$ cat config.mk
export PLATFORM = sky130hd
export DESIGN_NAME = register_file
export DESIGN_NICKNAME = d
export VERILOG_FILES = /design/src/rtl/cr16_pkg.sv /design/src/rtl/register_cell.sv /design/src/rtl/register_file.sv
export SDC_FILE = /design/constraint.sdc
export NUM_CORES = 1
export LEC_CHECK = 0
export CORE_MARGIN = 1.5
export CORE_UTILIZATION = 30
export DETAILED_ROUTE_END_ITERATION = 7
export GPL_ROUTABILITY_DRIVEN = 0
export HOLD_SLACK_MARGIN = 0.03
export PLACE_DENSITY = 0.53
export SLEW_MARGIN = 20
export SYNTH_ARGS = -nofsm -noshare
export SYNTH_HDL_FRONTEND = slang
export SYNTH_HIERARCHICAL = 1
export SYNTH_SLANG_ARGS = --single-unit
export TNS_END_PERCENT = 10
$ cat constraint.sdc
create_clock -name clk -period 2.2 [get_ports clk]
set_input_delay 0.22 -clock clk [delete_from_list [all_inputs] [get_ports clk]]
set_output_delay 0.22 -clock clk [all_outputs]
set_load 0.01 [all_outputs]
$ cat src/rtl/cr16_pkg.sv
// cr16_pkg: processor-wide word type and register-file size defaults.
`default_nettype none

package cr16_pkg;

   localparam int CR16_DATA_WIDTH = 16;
   localparam int CR16_REG_COUNT  = 16;
   localparam int CR16_ADDR_WIDTH = $clog2(CR16_REG_COUNT);

   typedef logic [CR16_DATA_WIDTH-1:0] cr16_word_t;

endpackage : cr16_pkg

`default_nettype wire

$ cat src/rtl/register_cell.sv
// register_cell: one WIDTH-bit storage word with load enable and asynchronous clear.
`default_nettype none

module register_cell
   import cr16_pkg::*;
#(
   parameter int WIDTH = CR16_DATA_WIDTH
) (
   input  logic             clk,
   input  logic             rst,
   input  logic             en_i,
   input  logic [WIDTH-1:0] d_i,
   output logic [WIDTH-1:0] q_o
);

   logic [WIDTH-1:0] data_q;

   always_ff @(posedge clk or posedge rst) begin
      if (rst) begin
         data_q <= '0;
      end else if (en_i) begin
         data_q <= d_i;
      end
   end

   assign q_o = data_q;

endmodule : register_cell

`default_nettype wire

$ cat src/rtl/register_file.sv
// register_file: one write port, two registered read ports; REGFILE_BYPASS_EN
// forwards a same-cycle write to the reads, otherwise reads see the old value.
`default_nettype none

module register_file
   import cr16_pkg::*;
#(
   parameter int DATA_WIDTH = CR16_DATA_WIDTH,
   parameter int REG_COUNT  = CR16_REG_COUNT,
   parameter int ADDR_WIDTH = CR16_ADDR_WIDTH
) (
   input  logic                  clk,
   input  logic                  rst,
   input  logic                  wr_en,
   input  logic [ADDR_WIDTH-1:0] wr_addr,
   input  logic [DATA_WIDTH-1:0] wr_data,
   input  logic [ADDR_WIDTH-1:0] rd_addr_a,
   input  logic [ADDR_WIDTH-1:0] rd_addr_b,
   output logic [DATA_WIDTH-1:0] rd_data_a,
   output logic [DATA_WIDTH-1:0] rd_data_b,
   output logic                  rd_valid
);

   logic [DATA_WIDTH-1:0] w_cell_q [REG_COUNT];
   logic [REG_COUNT-1:0]  w_cell_en;
   logic [DATA_WIDTH-1:0] w_mux_a;
   logic [DATA_WIDTH-1:0] w_mux_b;
   logic                  w_fwd_a;
   logic                  w_fwd_b;
   logic [DATA_WIDTH-1:0] rd_data_a_d;
   logic [DATA_WIDTH-1:0] rd_data_b_d;
   logic [DATA_WIDTH-1:0] rd_data_a_q;
   logic [DATA_WIDTH-1:0] rd_data_b_q;
   logic                  rd_valid_q;

   // An out-of-range wr_addr matches no cell, so the write is dropped.
   for (genvar gi = 0; gi < REG_COUNT; gi++) begin : g_cells
      assign w_cell_en[gi] = wr_en && (wr_addr == ADDR_WIDTH'(gi));

      register_cell #(
         .WIDTH (DATA_WIDTH)
      ) u_cell (
         .clk  (clk),
         .rst  (rst),
         .en_i (w_cell_en[gi]),
         .d_i  (wr_data),
         .q_o  (w_cell_q[gi])
      );
   end

   // Unmatched (out-of-range) read indices fall through to zero.
   always_comb begin
      w_mux_a = '0;
      w_mux_b = '0;
      for (int i = 0; i < REG_COUNT; i++) begin
         if (rd_addr_a == ADDR_WIDTH'(i)) begin
            w_mux_a = w_cell_q[i];
         end
         if (rd_addr_b == ADDR_WIDTH'(i)) begin
            w_mux_b = w_cell_q[i];
         end
      end
   end

`ifdef REGFILE_BYPASS_EN
   assign w_fwd_a = (|w_cell_en) && (wr_addr == rd_addr_a);
   assign w_fwd_b = (|w_cell_en) && (wr_addr == rd_addr_b);
`else
   assign w_fwd_a = 1'b0;
   assign w_fwd_b = 1'b0;
`endif

   assign rd_data_a_d = w_fwd_a ? wr_data : w_mux_a;
   assign rd_data_b_d = w_fwd_b ? wr_data : w_mux_b;

   always_ff @(posedge clk or posedge rst) begin
      if (rst) begin
         rd_data_a_q <= '0;
         rd_data_b_q <= '0;
         rd_valid_q  <= 1'b0;
      end else begin
         rd_data_a_q <= rd_data_a_d;
         rd_data_b_q <= rd_data_b_d;
         rd_valid_q  <= 1'b1;
      end
   end

   assign rd_data_a = rd_data_a_q;
   assign rd_data_b = rd_data_b_q;
   assign rd_valid  = rd_valid_q;

endmodule : register_file

`default_nettype wire

# After elaboration in Yosys (flattened, before gate mapping)
# Cells that the tools add are included.
# Widths: inputs -> output; s select.
[totals]
regBits = 289
out_inout_bits = 33
word_cells = 115
[op_classes]
eq_ne = 45
n_mux = 32
reduce_logical = 19
[ops]
columns = ["operator", "count"]
rows = [
  ["$mux 16", 32],
  ["$eq 4x4->1 const B", 24],
  ["$eq 4x3->1 const B", 12],
  ["$eq 4x2->1 const B", 6],
  ["$logic_and 1x1->1", 16],
  ["$eq 4x1->1 const B", 3],
  ["$logic_not 4->1", 3],
]

# Logic depth before layout (Yosys ltp)
# Gate-level depths: netlist of run 1.
[logic_depth]
word_depth = 17
ltp_mapped = 8

# Cells and area by module
# The synthesis of run 1 kept the hierarchy.
[modules_own_cells]
columns = ["module", "n_inst", "cells_per_inst", "area_per_inst_um2", "seq_area_each_um2"]
rows = [
  ["register_cell", 16, 35, 653.1, 400.4],
  ["register_file", 1, 714, 5783.0, 825.8],
]

# Worst setup path after synthesis of run 1
# No wires, ideal clock.
[synth_timing]
kind = "input to register"
from = "in rd_addr_a[0]"
to = "reg rd_data_a_q[8] (netlist: rd_data_a[8])"
setup_ns = 0.138
arrival_ns = 1.497
t_required_ns = 2.062
path_slack_ns = 0.564
cell_stages = 4
path_cell_list = "buf_6 buf_2 mux4_2 mux4_2"
[synth_between]
elab_chain_cells = 17
[synth_rtl]
columns = ["item", "line_no", "source"]
rows = [
  ["start: declaration", "register_file.sv:17", "input logic [ADDR_WIDTH-1:0] rd_addr_a,"],
  ["$logic_not 4->1", "register_file.sv:56", "if (rd_addr_a == ADDR_WIDTH'(i)) begin"],
  ["$mux 16 (15 in a row)", "register_file.sv:56", ""],
  ["$mux 16 *", "register_file.sv:56", ""],
  ["named net rd_data_a_d[8]", "register_file.sv:30", "logic [DATA_WIDTH-1:0] rd_data_a_d;"],
  ["end signal: assignment", "register_file.sv:82", "rd_data_a_q <= rd_data_a_d;"],
  ["end: declaration", "register_file.sv:32", "logic [DATA_WIDTH-1:0] rd_data_a_q;"],
]
# The timed path passes the listed nets; every way through them passes the cells marked *.
# A chain may end at the register's enable or synchronous reset.

# Final worst setup path of run 1
[layout_timing]
from = "reg rd_data_b_q[5] (netlist: rd_data_b[5])"
to = "out rd_data_b[5]"
[layout_lines]
columns = ["item", "line_no", "source"]
rows = [
  ["start: declaration", "register_file.sv:33", "logic [DATA_WIDTH-1:0] rd_data_b_q;"],
  ["start signal: assignment", "register_file.sv:83", "rd_data_b_q <= rd_data_b_d;"],
  ["end: declaration", "register_file.sv:20", "output logic [DATA_WIDTH-1:0] rd_data_b,"],
]
# No word-level cell between the ends.

==> results of run 1 <==
flip-flops by register name, summed over array words and instances (netlist names):
| register | flops |
|---|---|
| rd_valid | 1 |
| g_cells.u_cell/q_o | 256 |
| rd_data_b | 16 |
| rd_data_a | 16 |
Yosys cell counts, types with 11 or more instances:
master	n
dfrtp_1	289
mux2_4	160
mux2_2	137
nor2_1	67
o21ai_0	62
mux2i_1	54
a21oi_1	52
o22ai_1	48
nand2_1	42
mux4_2	37
buf_2	33
clkbuf_1	30
inv_1	26
nand2b_1	24
o221ai_1	21
a22oi_1	20
buf_6	17
buf_12	16
a211oi_1	13
a221oi_1	12
o2bb2ai_1	12
a31oi_1	11
nor3_1	11
final cells by class:
cell class	instances	share of cell area, %
multi-input cells	852	41.5
clock inverters	11	0.314
flip-flops and latches	289	37.1
inverters	27	0.519
well taps	696	4.46
repair buffers	220	11.0
clock buffers	48	5.16
diodes	1	0.0128
worst max-delay path by stage:
stage / to / slack, ps
3_3_place_gp: rd_data_a[6]$_DFF_PP0_ / -20
5_1_grt: rd_data_a[2]$_DFF_PP0_ / 320
6_report: rd_data_b[5] / 390
4_1_cts: rd_data_a[2]$_DFF_PP0_ / 390
2_1_floorplan: rd_data_a[8]$_DFF_PP0_ / 560
3_5_place_dp: rd_data_a[6]$_DFF_PP0_ / 10
routing by layer:
| metal | part of all wire, % | wire [µm] | global-route usage, % | vias up |
|---|---|---|---|---|
| li1 | - | - | - | 5077 |
| met1 | 44 | 25000 | 27.9 | 6375 |
| met2 | 47 | 26500 | 32.7 | 487 |
| met3 | 5.7 | 3230 | 2.85 | 108 |
| met4 | 3.4 | 1900 | 6.88 | 0 |
| met5 | 0 | 0 | 0 | - |
worst min-delay path: cells and delay by family:
| kind | cells | cell delay [ps] |
|---|---|---|
| buffers and inverters | 4 | 850 |
metrics by stage:
stage          util (%)  setup TNS, ps  cells  power (mW)
4_1_cts            36.4              0   2143        17.6
3_3_place_gp       34.4          -22.6   2084        11.8
2_1_floorplan         -              0   1274        10.2
5_1_grt            36.4              0   2143        18.3
6_report           36.4              0   2144        17.5
3_5_place_dp       34.4              0   2084        12.0
report_power, final:
part | internal (mW) | switching (mW)
clock network | 3.20 | 2.34
logic | 2.54 | 1.77
registers | 6.53 | 1.09
kinds of logic (layout without fill, tap and decap cells):
logic type / after synthesis / in the layout / share of synthesized area [%]
multiplexers: 388 / 388 / 32.8
AO/OA/AOI/OAI: 287 / 287 / 11.7
buffers and inverters: 133 / 306 / 5.87
flip-flops: 289 / 289 / 44.6
other: 1 / 2 / 0.0231
AND/OR/NAND/NOR: 176 / 176 / 5.13
==> metrics.txt, run 1 <==
Layout Skew=21.0 ps; final WL=56600 µm; mean routed wirelength per cell=26.4 µm; initial detailed-routing violation count=1024; Mapped Area=16200 µm²; worst reg2reg path depth=5; commonest non-fill, non-tap cells in the layout=289 x dfrtp_1, 160 x mux2_4, 137 x mux2_2, 133 x buf_4, 62 x o21ai_0; status=completed; H-Tree Depth=2; Crit Path Category=register to primary output; PortBufs=63; relative slew slack=47.0%; cell area after layout=19500 µm²; commonest non-fill, non-tap cell in the layout=dfrtp_1; CORE AREA=53600 µm²; Final Max Tran Viols=0; share of layout cells above drive strength 1=39.5%; Avg Synthesized Cell Area=12.7 µm²; RSZ-0062 raised after global routing=false; CTS buffer count=35; vias per cell=5.62; count of cell types in the netlist=61; Hold WS=219 ps; Critical Path Max Stage Delay=600 ps; total number of vias=12.0k; Tcrit/Tclk final=82.4%; post-route ant nets=0; minimum clock period=1810 ps; I/O pin count=64; area leader, netlist=dfrtp_1; Die Wd=236 µm; clock-pin slew on the worst setup and hold paths=60 ps; Final HPWL DP=39800 µm; largest net degree at the start of global routing=32; Worst Setup SP=rd_data_b[5]$_DFF_PP0_; FFs w/ async S/R, synth=100%; Starting Density=30.3%; Fillers=5259; Seq/Total Area, Yosys=44.6%; critical path data required time=1980 ps; Die H=236 µm; post-CTS setup buffer count=0; number of flops mapped to enable cells by yosys=0; # clock sinks=289; initial antenna violation count=1; max-cap violation count=0; CTS-repair resized insts=0; drt pass-1 iters=6; startpoint types=register; pwr/cell area=895 nW/µm²; Fmax achieved=552 MHz; CP Data Arrival Time=1590 ps; Core Rows=85; CTS tree=built; Worst R2R Setup Slack=390 ps; final hold violations=0; area share of the largest cell type after synthesis=44.6%; CP Depth=1; Hold Buf Count CTS=0; CP Buf/Inv Count=1; Synth area leaders=dfrtp_1 45%, mux2_4 15%, mux2_2 9.5%, mux4_2 5.1%, mux2i_1 3.3%; CP Max Fanout=1; Multi-input gate area=8100 µm²; VDD IR max=0.000555 V; critical path capture point type=primary output; first-pass GRT wire length=84900 µm; Final #Nets=1456; # DRC=0; DIE AREA=55500 µm²; total track usage=20.3%; Leak=8.29 nW; Synth-to-Final Area Change=20.2%; Synth Register Bits=289; clk_lat worst skew=530 ps; reg2reg start=g_cells[0].u_cell/q_o[2]$_DFFE_PP0P_; CTS Buffer Depth=3; family with the most delay on the worst path=buffers and inverters; Final WS setup=388 ps; FF+latch area=7230 µm²; Crit Reg-Reg Endpoint=rd_data_a[2]$_DFF_PP0_; Synth Flop Type=dfrtp_1; setup slack at placement=11.5 ps; cells along the critical path=clkdlybuf4s50_1; Ys Warns=6; Worst Tran Pin Value=792 ps; Mapped Cells=1274; Hold Crit Class=input port to async pin; Root Buffer=clkbuf_16; total grt overflow=0; final setup vio count=0; vias in the first global route=12.4k; syn_nets=1305; dpl cell area=18400 µm²; CP max stage cell=clkdlybuf4s50_1
Note: power is estimated with default switching activity, not from simulation.
==> inputs of run 2 (changes only) <==
==> constraint.sdc (replaced) <==
create_clock -name clk -period 1.8 [get_ports clk]
set_input_delay 0.18 -clock clk [delete_from_list [all_inputs] [get_ports clk]]
set_output_delay 0.18 -clock clk [all_outputs]
set_load 0.01 [all_outputs]
==> run 2 against run 1 <==
  * Sequential cell count is the same
  * Design area grew 5.1%
  * Critical endpoint is now rd_data_b[11]$_DFF_PP0_
  * Clock skew shrank 5.0 ps
  * Die area is the same
  * Global-route usage shrank 0.34 points
  * Sequential power grew 22%
  * Clock power grew 34%
  * Register-to-register slack lost 350 ps
==> metrics.txt, run 2 (synthesis gave the netlist of run 1 again) <==
reg2reg start=g_cells[1].u_cell/q_o[11]$_DFFE_PP0P_; vias in the first global route=12.9k; Final Max Tran Viols=0; Worst Setup SP=g_cells[1].u_cell/q_o[11]$_DFFE_PP0P_; first-pass GRT wire length=83700 µm; Worst Tran Pin Value=614 ps; Leak=8.82 nW; CP max stage cell=mux4_2; final setup vio count=0; pwr/cell area=1080 nW/µm²; largest net degree at the start of global routing=19; family with the most delay on the worst path=compound AO/OA/AOI/OAI gates; final core utilization=38.3%; Tcrit/Tclk final=97.7%; Ant. Diodes=0; sequential share of power=41.8%; CTS Buffer Depth=3; relative slew slack=58.9%; Final HPWL DP=40800 µm; CP Buf/Inv Count=0; Pint=15.9 mW; layer with the highest usage=met2; Synth-to-Final Area Change=26.3%; met2 Resource Use GR=32.3%; minimum clock period=1760 ps; Largest register FFs=256; Starting Density=30.3%; Final #Nets=1540; Die Wd=236 µm; H-Tree Depth=2; dpl cell area=19300 µm²; met1 GRT Util=27.0%; # DRC=0; initial detailed-routing violation count=965; CORE AREA=53600 µm²; CTS buffer count=34; vias per cell=5.45; Hold Crit Class=input port to async pin; final WL=55400 µm; switching power=6.29 mW; mean routed wirelength per cell=24.9 µm; Final TNS setup=0 ps; PortBufs=63; total number of vias=12.1k; dpl cells=2169; critical path capture point type=register; commonest non-fill, non-tap cells in the layout=289 x dfrtp_1, 201 x buf_4, 160 x mux2_4, 137 x mux2_2, 62 x o21ai_0; Critical Path Max Stage Delay=480 ps; met3 Usage GRT=3.24%; Clock Power Share=33.3%; initial antenna violation count=0; Root Buffer=clkbuf_16; final non-filler cell total=2228; status=completed; Comb power frac=24.9%; startpoint types=register; # clock sinks=289; post-CTS setup buffer count=0; CTS tree=built; total grt overflow=0; CP Max Fanout=3; CP Data Arrival Time=2150 ps; Fmax achieved=569 MHz; RSZ-0062 raised after global routing=true; total track usage=20.0%; max-cap violation count=0; share of layout cells above drive strength 1=43.1%; cells along the critical path=mux4_2 > a21oi_1 > a211oi_1 > o32a_1; DIE AREA=55500 µm²; commonest non-fill, non-tap cell in the layout=dfrtp_1; post-route ant nets=0; clock-pin slew on the worst setup and hold paths=60 ps; Layout Skew=16.0 ps; Core Rows=85; Die H=236 µm; clk_lat worst skew=520 ps; critical path data required time=2190 ps; drt pass-1 iters=5; I/O pin count=64; VDD IR max=0.000555 V; Crit Path Category=register to register; cell area after layout=20500 µm²; final hold violations=0; Hold Buf Count CTS=0; Sw Ratio=28.3%
run 2: changes by cell type in the layout (fill, tap and decap cells not counted), sizes merged:
cell	change
buf	+85
bufinv	+5
clkinv	-5
clkbuf	+2
clkinvlp	-1
diode	-1
inv	-1
run 2: path summary, 6_finish.rpt:
| path | endpoint | slack [ps] | cells past startpoint |
|---|---|---|---|
| worst max-delay path | rd_data_b[11]$_DFF_PP0_ | 40 | 4 |
| min in group clk | rd_data_a[3]$_DFF_PP0_ | 370 | 4 |
| worst min-delay path | g_cells[4].u_cell/q_o[0]$_DFFE_PP0P_ | 220 | 4 |
| worst min register to register | g_cells[11].u_cell/q_o[15]$_DFFE_PP0P_ | 510 | 1 |
| max in group asynchronous | rd_data_b[7]$_DFF_PP0_ | 1270 | 4 |
| worst max register to register | rd_data_b[11]$_DFF_PP0_ | 40 | 4 |
run 2: worst min-delay path: stages:
cell	delay, ps
clkdlybuf4s50_1	390
buf_4	220
inv_1	120
buf_12	170
run 2: cell type report:
type,instances,area [µm²]
clock buffers,50,1010
fillers,5216,33100
inverters,27,101
flip-flops and latches,289,7230
well taps,696,871
repair buffers,305,2990
clock inverters,9,174
multi-input cells,852,8120
run 2: per-layer routing:
layer  up-vias  share of wire [%]
met2       448                 47
met4         0                3.6
met3        98                5.4
li1       5258                  -
met1      6330                 44
met5         -                  0
run 2: timing repair:
item / CTS / global route
pin swaps: 0 / 1
setup endpoints to repair: 1 / 4
endpoints found under the hold margin: 0 / 0
resized for setup: 1 / 4
run 2: stage by stage:
step                hold WS [ps]  total power, mW  setup slack [ps]
global placement             498             14.7              -320
floorplan                   93.7             12.5               204
detailed placement           501             14.9              -322
CTS                          225             22.3             0.706
finish                       222             22.2              41.3
global route                 241             23.2             -26.2
run 2: power by group through the flow:
stage          clock network (mW)  registers, mW  logic, mW
6_report                     7.41           9.29       5.54
2_1_floorplan                   0           8.91       3.56
3_5_place_dp                    0           9.34       5.53
4_1_cts                      7.54           9.26       5.54
5_1_grt                      7.81           9.45       5.90
3_3_place_gp                    0           9.29       5.43
